[config.mk]
export PLATFORM = sky130hd
export DESIGN_NAME = ysyx_25040129_lsu_axi
export DESIGN_NICKNAME = d
export VERILOG_FILES = /design/src/rtl/ysyx_25040129_lsu_axi.sv
export SDC_FILE = /design/constraint.sdc
export NUM_CORES = 1
export LEC_CHECK = 0
export ABC_AREA = 1
export BUFFER_PORTS_ARGS = -buffer_cell sky130_fd_sc_hd__buf_2
export CAP_MARGIN = 30
export CELL_PAD_IN_SITES_DETAIL_PLACEMENT = 1
export CELL_PAD_IN_SITES_GLOBAL_PLACEMENT = 1
export CORE_UTILIZATION = 30
export CTS_BUF_LIST = sky130_fd_sc_hd__clkbuf_16
export DETAILED_ROUTE_END_ITERATION = 10
export PLACE_DENSITY = 0.85
export SYNTH_ARGS = -nofsm -noshare
export SYNTH_HDL_FRONTEND = slang
export SYNTH_SLANG_ARGS = --single-unit
[constraint.sdc]
create_clock -name clk -period 1.58 [get_ports clk]
set_input_delay 0.158 -clock clk [delete_from_list [all_inputs] [get_ports clk]]
set_output_delay 0.158 -clock clk [all_outputs]
set_load 0.05 [all_outputs]
[src/rtl/ysyx_25040129_lsu_axi.sv]
// LSU AXI-lite bus master: one outstanding load (AR->R) or store (AW+W->B) per core request.
// Optional `LSU_MISALIGN_CHECK_EN rejects misaligned half/word accesses without touching the bus.
module ysyx_25040129_lsu_axi #(
  parameter int unsigned ADDR_W = 32,
  parameter int unsigned DATA_W = 32
) (
  input  logic              clk,
  input  logic              rst,
  input  logic              req_valid,
  output logic              req_ready,
  input  logic [ADDR_W-1:0] req_addr,
  input  logic              req_wen,
  input  logic [1:0]        req_size,
  input  logic              req_unsigned,
  input  logic [DATA_W-1:0] req_wdata,
  output logic              rsp_valid,
  input  logic              rsp_ready,
  output logic [DATA_W-1:0] rsp_rdata,
  output logic              rsp_err,
  output logic [ADDR_W-1:0] araddr,
  output logic              arvalid,
  input  logic              arready,
  input  logic [DATA_W-1:0] rdata,
  input  logic [1:0]        rresp,
  input  logic              rvalid,
  output logic              rready,
  output logic [ADDR_W-1:0] awaddr,
  output logic              awvalid,
  input  logic              awready,
  output logic [DATA_W-1:0] wdata,
  output logic [1:0]        wstrb,
  output logic              wvalid,
  input  logic              wready,
  input  logic [1:0]        bresp,
  input  logic              bvalid,
  output logic              bready
);

  typedef enum logic [2:0] {IDLE, RD_ADDR, RD_DATA, WR_REQ, WR_RESP, RSP} state_t;

  state_t            state_q, state_n;
  logic              aw_done_q, aw_done_n;
  logic              w_done_q, w_done_n;
  logic [ADDR_W-1:0] addr_q;
  logic [DATA_W-1:0] wdata_q;
  logic [1:0]        size_q;
  logic              uns_q;
  logic [1:0]        wstrb_q;
  logic              misalign_c;
  logic              accept_c;
  logic [DATA_W-1:0] load_ext_c;

  assign accept_c = (state_q == IDLE) && req_valid;

`ifdef LSU_MISALIGN_CHECK_EN
  assign misalign_c = ((req_size == 2'b01) && req_addr[0]) ||
                      (req_size[1] && (req_addr[1:0] != 2'b00));
`else
  assign misalign_c = 1'b0;
`endif

  // Bus address/data come straight from the latched request registers
  assign araddr = addr_q;
  assign awaddr = addr_q;
  assign wdata  = wdata_q;
  assign wstrb  = wstrb_q;

  // State register
  always_ff @(posedge clk) begin
    if (rst) begin
      state_q   <= IDLE;
      aw_done_q <= 1'b0;
      w_done_q  <= 1'b0;
    end else begin
      state_q   <= state_n;
      aw_done_q <= aw_done_n;
      w_done_q  <= w_done_n;
    end
  end

  // Next-state logic; AW and W handshakes are tracked independently
  always_comb begin
    state_n   = state_q;
    aw_done_n = aw_done_q;
    w_done_n  = w_done_q;
    unique case (state_q)
      IDLE: begin
        if (req_valid) begin
          aw_done_n = 1'b0;
          w_done_n  = 1'b0;
          if (misalign_c)   state_n = RSP;
          else if (req_wen) state_n = WR_REQ;
          else              state_n = RD_ADDR;
        end
      end
      RD_ADDR: if (arready) state_n = RD_DATA;
      RD_DATA: if (rvalid)  state_n = RSP;
      WR_REQ: begin
        if (awvalid && awready) aw_done_n = 1'b1;
        if (wvalid && wready)   w_done_n  = 1'b1;
        if (aw_done_n && w_done_n) state_n = WR_RESP;
      end
      WR_RESP: if (bvalid)    state_n = RSP;
      RSP:     if (rsp_ready) state_n = IDLE;
      default: state_n = IDLE;
    endcase
  end

  // Handshake outputs registered from the next state so each valid drops right after its beat
  always_ff @(posedge clk) begin
    if (rst) begin
      req_ready <= 1'b1;
      arvalid   <= 1'b0;
      rready    <= 1'b0;
      awvalid   <= 1'b0;
      wvalid    <= 1'b0;
      bready    <= 1'b0;
      rsp_valid <= 1'b0;
    end else begin
      req_ready <= (state_n == IDLE);
      arvalid   <= (state_n == RD_ADDR);
      rready    <= (state_n == RD_DATA);
      awvalid   <= (state_n == WR_REQ) && !aw_done_n;
      wvalid    <= (state_n == WR_REQ) && !w_done_n;
      bready    <= (state_n == WR_RESP);
      rsp_valid <= (state_n == RSP);
    end
  end

  // Load data extraction and sign/zero extension
  always_comb begin
    load_ext_c = rdata;
    unique case (size_q)
      2'b00:   load_ext_c = {{(DATA_W-8){~uns_q & rdata[7]}}, rdata[7:0]};
      2'b01:   load_ext_c = {{(DATA_W-16){~uns_q & rdata[15]}}, rdata[15:0]};
      default: load_ext_c = rdata;
    endcase
  end

  // Request latch and response capture
  always_ff @(posedge clk) begin
    if (rst) begin
      addr_q    <= '0;
      wdata_q   <= '0;
      size_q    <= 2'b00;
      uns_q     <= 1'b0;
      wstrb_q   <= 2'b00;
      rsp_rdata <= '0;
      rsp_err   <= 1'b0;
    end else begin
      if (accept_c) begin
        addr_q  <= req_addr;
        wdata_q <= req_wdata;
        size_q  <= req_size;
        uns_q   <= req_unsigned;
        unique case (req_size)
          2'b00:   wstrb_q <= 2'b01;
          2'b01:   wstrb_q <= 2'b10;
          default: wstrb_q <= 2'b11;
        endcase
        if (misalign_c) begin
          rsp_rdata <= '0;
          rsp_err   <= 1'b1;
        end
      end
      if ((state_q == RD_DATA) && rvalid) begin
        rsp_rdata <= load_ext_c;
        rsp_err   <= (rresp != 2'b00);
      end
      if ((state_q == WR_RESP) && bvalid) begin
        rsp_rdata <= '0;
        rsp_err   <= (bresp != 2'b00);
      end
    end
  end

endmodule

==> metrics.txt, run 1 <==
# TYPE chip_impl_metric gauge
chip_impl_metric{name="tns",unit="ns"} 0
chip_impl_info{name="crit_path_top_delay_cell",value="sky130_fd_sc_hd__dfxtp_2"} 1
chip_impl_metric{name="overflow",unit=""} 0
chip_impl_metric{name="synth_cell_types",unit=""} 25
chip_impl_metric{name="synth_area",unit="µm²"} 4450
chip_impl_info{name="critical-path-top-delay-family",value="simple AND/OR/NAND/NOR gates"} 1
chip_impl_metric{name="syn-num-nets",unit=""} 678
chip_impl_metric{name="post_drt_via_cell_ratio",unit=""} 4.63
chip_impl_metric{name="clock_sink_count",unit=""} 114
chip_impl_metric{name="floorplan.io_pins",unit=""} 251
chip_impl_metric{name="timing.final.crit_share",unit="%"} 90.0
chip_impl_metric{name="rows",unit=""} 44
chip_impl_info{name="crit_type",value="flop to flop"} 1
chip_impl_metric{name="final.setup.worst_slack",unit="ns"} 0.159
chip_impl_metric{name="grt_antenna_before_repair",unit=""} 2
chip_impl_metric{name="clock_path_buffers",unit=""} 2
chip_impl_metric{name="min_period",unit="ns"} 1.42
chip_impl_metric{name="drtPass1Iterations",unit=""} 4
chip_impl_metric{name="core_box_area",unit="µm²"} 14500
chip_impl_metric{name="die_w",unit="µm"} 124
chip_impl_metric{name="worstPathMaxFanout",unit=""} 32
chip_impl_info{name="synth_top_family_by_area",value="simple AND/OR/NAND/NOR gates"} 1
chip_impl_metric{name="stdcell_count",unit=""} 1042
chip_impl_metric{name="setup_violations",unit=""} 0
chip_impl_info{name="setup.worst_path.end_class",value="flop"} 1
chip_impl_metric{name="placement.io_buffers",unit=""} 250
chip_impl_metric{name="vdd.ir_drop.worst",unit="V"} 0.000850
chip_impl_metric{name="vias_in_the_first_global_route",unit=""} 4884
chip_impl_metric{name="crit_arrival",unit="ns"} 1.74
chip_impl_metric{name="synth-adder-area-share",unit="%"} 0
chip_impl_metric{name="synth-compound-area-share",unit="%"} 16.1
chip_impl_metric{name="worstSkewPairLatency",unit="ns"} 0.41
chip_impl_metric{name="finalHoldViolations",unit=""} 0
chip_impl_metric{name="synth_top_area_share",unit="%"} 51.3
chip_impl_metric{name="worst_pin_slew",unit="ns"} 0.371
chip_impl_metric{name="post-dp-hpwl",unit="µm"} 10700
chip_impl_metric{name="detail_route.wirelength",unit="µm"} 16400
chip_impl_metric{name="post_synth_and_or_nand_nor_area_fraction",unit="%"} 21.8
chip_impl_info{name="tritoncts",value="yes"} 1
chip_impl_metric{name="post-route-cell-area",unit="µm²"} 6830
chip_impl_metric{name="final_nets",unit=""} 955
chip_impl_metric{name="floorplan.initialDensity",unit="%"} 30.7
chip_impl_info{name="worstSetupStartpointType",value="flop"} 1
chip_impl_info{name="worst_path_cell_trace",value="nor2_4 > nand3_4 > inv_2 > buf_12 > o21ai_0 > a21oi_1"} 1
chip_impl_metric{name="ys_ff_latch",unit=""} 114
chip_impl_info{name="synth.top_cells.by_area",value="sky130_fd_sc_hd__dfxtp_1 51%, sky130_fd_sc_hd__nor2_1 13%, sky130_fd_sc_hd__o21ai_0 11%, sky130_fd_sc_hd__buf_4 5.7%, sky130_fd_sc_hd__nand2_1 5.6%"} 1
chip_impl_metric{name="post_synth.cell_area_avg",unit="µm²"} 7.87
chip_impl_metric{name="pwr_density_cell",unit="nW/µm²"} 1570
chip_impl_metric{name="final.setup_skew",unit="ns"} 0.00791
chip_impl_metric{name="max_cap_viol_count",unit=""} 0
chip_impl_metric{name="worst_path_largest_cell_delay",unit="ns"} 0.35
chip_impl_metric{name="synth_warnings",unit=""} 0
chip_impl_metric{name="die_area",unit="µm²"} 15300
chip_impl_metric{name="placed_instances",unit=""} 948
chip_impl_metric{name="globalplace.congestion",unit=""} 0.779
chip_impl_metric{name="die_boundary_height",unit="µm"} 124
chip_impl_metric{name="synthXorXnorAreaFrac",unit="%"} 0
chip_impl_metric{name="max_freq",unit="MHz"} 703
chip_impl_metric{name="fraction_of_final_layout_cells_sized_beyond_drive_strength_1",unit="%"} 37.2
chip_impl_metric{name="clk_transition_reported_paths",unit="ns"} 0.06
chip_impl_metric{name="critPathRequiredTime",unit="ns"} 1.90
chip_impl_metric{name="seq_area_frac_synth",unit="%"} 51.3
chip_impl_metric{name="dr.first_iter.drc_count",unit=""} 166
chip_impl_metric{name="gr-usage-all-layers",unit="%"} 21.3
chip_impl_info{name="grt_setup_unrepaired",value="false"} 1
chip_impl_metric{name="postRouteAntennaNets",unit=""} 0
chip_impl_info{name="result_of_the_run",value="complete, no violations"} 1
chip_impl_metric{name="avgRoutedWirePerCell",unit="µm"} 15.7
chip_impl_metric{name="p_leak",unit="µW"} 0.00336
chip_impl_metric{name="area_growth",unit="%"} 53.6
chip_impl_info{name="worstHoldPathType",value="input pin to flop"} 1
chip_impl_metric{name="post_synth_mux_area_share",unit="%"} 0
chip_impl_metric{name="post_synthesis_cells",unit=""} 565
chip_impl_metric{name="detailed_place.area",unit="µm²"} 5650
chip_impl_metric{name="drcViolationCount",unit=""} 0
chip_impl_metric{name="wire_length_of_the_first_global_routing_pass",unit="µm"} 24600
chip_impl_metric{name="critPathBufInv",unit=""} 2
chip_impl_metric{name="timing.slew.headroom",unit="%"} 75.1
chip_impl_metric{name="via_count",unit=""} 4824
chip_impl_metric{name="h-tree-depth",unit=""} 4
chip_impl_metric{name="grt_start_max_net_pins",unit=""} 55
chip_impl_metric{name="dp_slack",unit="ns"} 0.0604
chip_impl_metric{name="utilization",unit="%"} 47.2
chip_impl_info{name="clk_root_buffer_cell",value="sky130_fd_sc_hd__clkbuf_16"} 1
chip_impl_metric{name="slew_violations",unit=""} 0
chip_impl_metric{name="cts_made_buffers",unit=""} 17
chip_impl_info{name="synth_top_area_cell",value="sky130_fd_sc_hd__dfxtp_1"} 1
-- area by class of cell --
cell class	count	area, µm²
sequential	114	2290
clock buffer	17	425
tap	184	230
timing repair buffer	323	1990
clock inverter	15	150
antenna	3	7.51
inverter	16	61.3
fill	1820	7640
multi-input combinational	370	1680
-- Yosys cell counts --
cell type / count
sky130_fd_sc_hd__a21oi_1: 28
sky130_fd_sc_hd__a21oi_2: 10
sky130_fd_sc_hd__a31oi_1: 1
sky130_fd_sc_hd__buf_2: 10
sky130_fd_sc_hd__buf_4: 34
sky130_fd_sc_hd__buf_6: 5
sky130_fd_sc_hd__clkbuf_1: 16
sky130_fd_sc_hd__clkinv_1: 1
sky130_fd_sc_hd__dfxtp_1: 114
sky130_fd_sc_hd__inv_1: 12
sky130_fd_sc_hd__inv_2: 3
sky130_fd_sc_hd__nand2_1: 66
sky130_fd_sc_hd__nand2_2: 1
sky130_fd_sc_hd__nand2_4: 1
sky130_fd_sc_hd__nand3_1: 6
sky130_fd_sc_hd__nand3_4: 1
sky130_fd_sc_hd__nand4_1: 1
sky130_fd_sc_hd__nor2_1: 149
sky130_fd_sc_hd__nor2_2: 1
sky130_fd_sc_hd__nor2_4: 2
sky130_fd_sc_hd__nor2_8: 1
sky130_fd_sc_hd__nor3_1: 4
sky130_fd_sc_hd__nor3_4: 1
sky130_fd_sc_hd__o21ai_0: 96
sky130_fd_sc_hd__or2_1: 1
-- cell usage in the layout (no fill, tap or decap), types with 10 or more instances in the layout --
cell type                       instances
sky130_fd_sc_hd__buf_2                250
sky130_fd_sc_hd__clkbuf_16             17
sky130_fd_sc_hd__a21oi_1               28
sky130_fd_sc_hd__nand2_1               66
sky130_fd_sc_hd__dlygate4sd3_1         58
sky130_fd_sc_hd__buf_4                 10
sky130_fd_sc_hd__dfxtp_1              111
sky130_fd_sc_hd__inv_1                 14
sky130_fd_sc_hd__nor2_1               149
sky130_fd_sc_hd__o21ai_0               96
sky130_fd_sc_hd__a21oi_2               10
-- per-layer routing --
layer,global-route usage [%],vias up,routed length (µm)
li1,-,2349,-
met1,22.9,2277,6350
met2,38.2,161,8670
met3,5.68,37,763
met4,10.8,0,586
met5,0,-,0
-- power breakdown --
part / switching, µW / internal [µW]
combinational: 2650 / 868
clock: 1310 / 2430
sequential: 234 / 3260
-- worst paths after layout --
kind,endpoint,start,slack (ns),cells past startpoint
worst max-delay path,rsp_rdata[10],state_q[0],0.16,6
worst min-delay path,wdata[24],req_wdata[24],0.01,3
worst max register to register,rsp_rdata[10],state_q[0],0.16,6
worst min register to register,rsp_rdata[6],rsp_rdata[6],0.46,2
-- worst min-delay path, stage by stage --
cell	delay [ns]
sky130_fd_sc_hd__buf_2	0.07
sky130_fd_sc_hd__o21ai_0	0.07
sky130_fd_sc_hd__nor2_1	0.08
-- state kept, by name, indices dropped and copies added, names as in the netlist, 2 cells and up --
signal and count:
araddr 32, size_q 2, wstrb 2, state_q 3, rsp_rdata 32, wdata 32
-- metrics by stage --
stage	total power, µW	hold WS (ns)
floorplan	6200	0.293
CTS	10800	0.000402
detailed placement	6910	0.402
global route	11200	0.0148
global placement	6850	0.406
finish	10700	0.0123
-- kinds of logic after synthesis --
kind of cell / count (synthesis)
buf+inv: 81
simple gates: 235
compound gates: 135
flops: 114
-- what timing repair did --
item                                   CTS  global route
hold buffers                            58             0
endpoints found under the hold margin   57             0
buffers inserted                         0             1
resized for setup                        0             6
setup endpoints to repair                0            84
(Power assumes the default switching activity.)
==> run 2: changes to the inputs <==
--- a/config.mk
+++ b/config.mk
@@ -10,9 +10,11 @@
 export CAP_MARGIN = 30
 export CELL_PAD_IN_SITES_DETAIL_PLACEMENT = 1
 export CELL_PAD_IN_SITES_GLOBAL_PLACEMENT = 1
+export CORE_MARGIN = 5
 export CORE_UTILIZATION = 30
 export CTS_BUF_LIST = sky130_fd_sc_hd__clkbuf_16
 export DETAILED_ROUTE_END_ITERATION = 10
+export HOLD_SLACK_MARGIN = 0.15
 export PLACE_DENSITY = 0.85
 export SYNTH_ARGS = -nofsm -noshare
 export SYNTH_HDL_FRONTEND = slang
==> metrics.txt, run 2 (synthesized netlist as in run 1, its figures left out) <==
# TYPE chip_impl_metric gauge
chip_impl_info{name="result_of_the_run",value="complete, no violations"} 1
chip_impl_info{name="rr_startpoint",value="state_q[2]"} 1
chip_impl_info{name="mostFrequentLayoutCell",value="sky130_fd_sc_hd__buf_2"} 1
chip_impl_metric{name="die_boundary_height",unit="µm"} 132
chip_impl_metric{name="grt_start_max_net_pins",unit=""} 54
chip_impl_metric{name="finalHoldViolations",unit=""} 0
chip_impl_metric{name="dr.first_iter.drc_count",unit=""} 226
chip_impl_metric{name="drtPass1Iterations",unit=""} 4
chip_impl_metric{name="globalplace.congestion",unit=""} 0.856
chip_impl_metric{name="via_count",unit=""} 5176
chip_impl_metric{name="rows",unit=""} 44
chip_impl_metric{name="worstSkewPairLatency",unit="ns"} 0.40
chip_impl_info{name="grt_setup_unrepaired",value="false"} 1
chip_impl_info{name="clk_root_buffer_cell",value="sky130_fd_sc_hd__clkbuf_16"} 1
chip_impl_metric{name="die_w",unit="µm"} 132
chip_impl_metric{name="wire_length_of_the_first_global_routing_pass",unit="µm"} 30800
chip_impl_metric{name="max_freq",unit="MHz"} 677
chip_impl_metric{name="total_chip_power",unit="µW"} 10600
chip_impl_metric{name="worstPathMaxFanout",unit=""} 30
chip_impl_metric{name="postRouteAntennaNets",unit=""} 0
chip_impl_metric{name="drcViolationCount",unit=""} 0
chip_impl_metric{name="avgRoutedWirePerCell",unit="µm"} 17.9
chip_impl_metric{name="die_area",unit="µm²"} 17400
chip_impl_metric{name="overflow",unit=""} 0
chip_impl_info{name="crit_type",value="flop to flop"} 1
chip_impl_metric{name="clk_transition_reported_paths",unit="ns"} 0.06
chip_impl_metric{name="grt_antenna_before_repair",unit=""} 6
chip_impl_info{name="tritoncts",value="yes"} 1
chip_impl_info{name="most-common-layout-cells",value="250 x sky130_fd_sc_hd__buf_2, 149 x sky130_fd_sc_hd__nor2_1, 111 x sky130_fd_sc_hd__dfxtp_1"} 1
chip_impl_metric{name="final.setup_skew",unit="ns"} 0.00706
chip_impl_metric{name="hold-path-cell-count",unit=""} 5
chip_impl_metric{name="p_leak",unit="µW"} 0.00357
chip_impl_metric{name="clock_sink_count",unit=""} 114
chip_impl_metric{name="vdd.ir_drop.worst",unit="V"} 0.000689
chip_impl_metric{name="vias_in_the_first_global_route",unit=""} 5736
chip_impl_info{name="hold_endpoint",value="aw_done_q"} 1
chip_impl_metric{name="slew_violations",unit=""} 0
chip_impl_metric{name="critPathRequiredTime",unit="ns"} 1.91
chip_impl_metric{name="placed_instances",unit=""} 950
chip_impl_metric{name="post-dp-hpwl",unit="µm"} 11600
chip_impl_metric{name="worst_pin_slew",unit="ns"} 0.477
chip_impl_info{name="worstSetupStartpointType",value="flop"} 1
chip_impl_metric{name="setup_violations",unit=""} 0
chip_impl_info{name="min_from",value="awready"} 1
chip_impl_metric{name="gr-usage-all-layers",unit="%"} 22.2
chip_impl_info{name="setup.worst_path.end_class",value="flop"} 1
chip_impl_metric{name="fraction_of_final_layout_cells_sized_beyond_drive_strength_1",unit="%"} 35.1
chip_impl_metric{name="min_period",unit="ns"} 1.48
chip_impl_metric{name="detail_route.wirelength",unit="µm"} 19600
chip_impl_metric{name="final_nets",unit=""} 1008
chip_impl_metric{name="floorplan.io_pins",unit=""} 251
chip_impl_metric{name="worst-r2r-cell-count",unit=""} 6
chip_impl_metric{name="clock_path_buffers",unit=""} 2
chip_impl_metric{name="h-tree-depth",unit=""} 4
chip_impl_metric{name="stdcell_count",unit=""} 1096
chip_impl_metric{name="timing.final.crit_share",unit="%"} 93.5
chip_impl_metric{name="cts_made_buffers",unit=""} 17
chip_impl_metric{name="floorplan.initialDensity",unit="%"} 30.6
chip_impl_metric{name="tns",unit="ns"} 0
chip_impl_metric{name="setup_slack_of_the_worst_register_to_register_path",unit="ns"} 0.10
chip_impl_info{name="r2r_end",value="rsp_rdata[26]"} 1
chip_impl_metric{name="pwr_density_cell",unit="nW/µm²"} 1450
chip_impl_metric{name="finalHoldWorstSlack",unit="ns"} 0.182
chip_impl_metric{name="max_cap_viol_count",unit=""} 0
chip_impl_metric{name="placement.io_buffers",unit=""} 250
chip_impl_metric{name="crit_arrival",unit="ns"} 1.81
chip_impl_info{name="worstHoldPathType",value="input pin to flop"} 1
chip_impl_metric{name="timing.slew.headroom",unit="%"} 68.2
chip_impl_metric{name="area_growth",unit="%"} 64.0
chip_impl_metric{name="core_box_area",unit="µm²"} 14500
chip_impl_metric{name="post_drt_via_cell_ratio",unit=""} 4.72
==> run 2: timing repair <==
action	in CTS	in global routing
setup buffers	0	4
hold buffers	106	0
endpoints found under the hold margin	109	0
gates resized for setup	0	4
setup endpoints to repair	0	29
==> run 2: how the worst max path moves through the flow <==
stage                     cells after the start            end  startpoint
after floorplan                               7        awvalid     awvalid
after global placement                        5  rsp_rdata[17]  state_q[1]
after detailed placement                      6  rsp_rdata[20]  state_q[1]
after CTS                                     5         rready  state_q[0]
after global routing                          6     araddr[27]  state_q[2]
final                                         6  rsp_rdata[26]  state_q[2]
==> run 2: where the power goes <==
part / internal (µW) / total (µW) / switching (µW)
registers: 3260 / 3500 / 245
logic: 962 / 3710 / 2750
clock network: 2080 / 3350 / 1270
==> run 2: final cells by class <==
type	instances	area, µm²
antenna	6	15.0
multi-input combinational	370	1680
clock buffer	17	425
inverter	16	61.3
fill	1805	7240
timing repair buffer	376	2510
sequential	114	2290
tap	184	230
clock inverter	13	81.3
==> run 2: worst max-delay path, stage by stage (launching register included) <==
cell and delay, ns:
sky130_fd_sc_hd__dfxtp_2 0.35, sky130_fd_sc_hd__nor2_4 0.20, sky130_fd_sc_hd__nand3_4 0.19, sky130_fd_sc_hd__inv_2 0.14
sky130_fd_sc_hd__buf_12 0.17, sky130_fd_sc_hd__o21ai_0 0.17, sky130_fd_sc_hd__a21oi_2 0.18
==> run 2: through the flow <==
step	setup slack, ns	instance area [µm²]	utilization [%]
finish	0.102	7300	50.2
global route	0.0121	7300	50.2
CTS	0.0440	7250	49.9
detailed placement	0.0569	5680	39.1
global placement	0.162	5680	39.1
floorplan	0.146	4450	-
==> run 2: layer usage <==
layer	GRT usage [%]	part of all wire [%]	up-vias
met5	0	0	-
met4	15.7	6.1	0
met3	5.34	4.5	76
met2	40.5	53	218
met1	21.9	36	2423
li1	-	-	2459
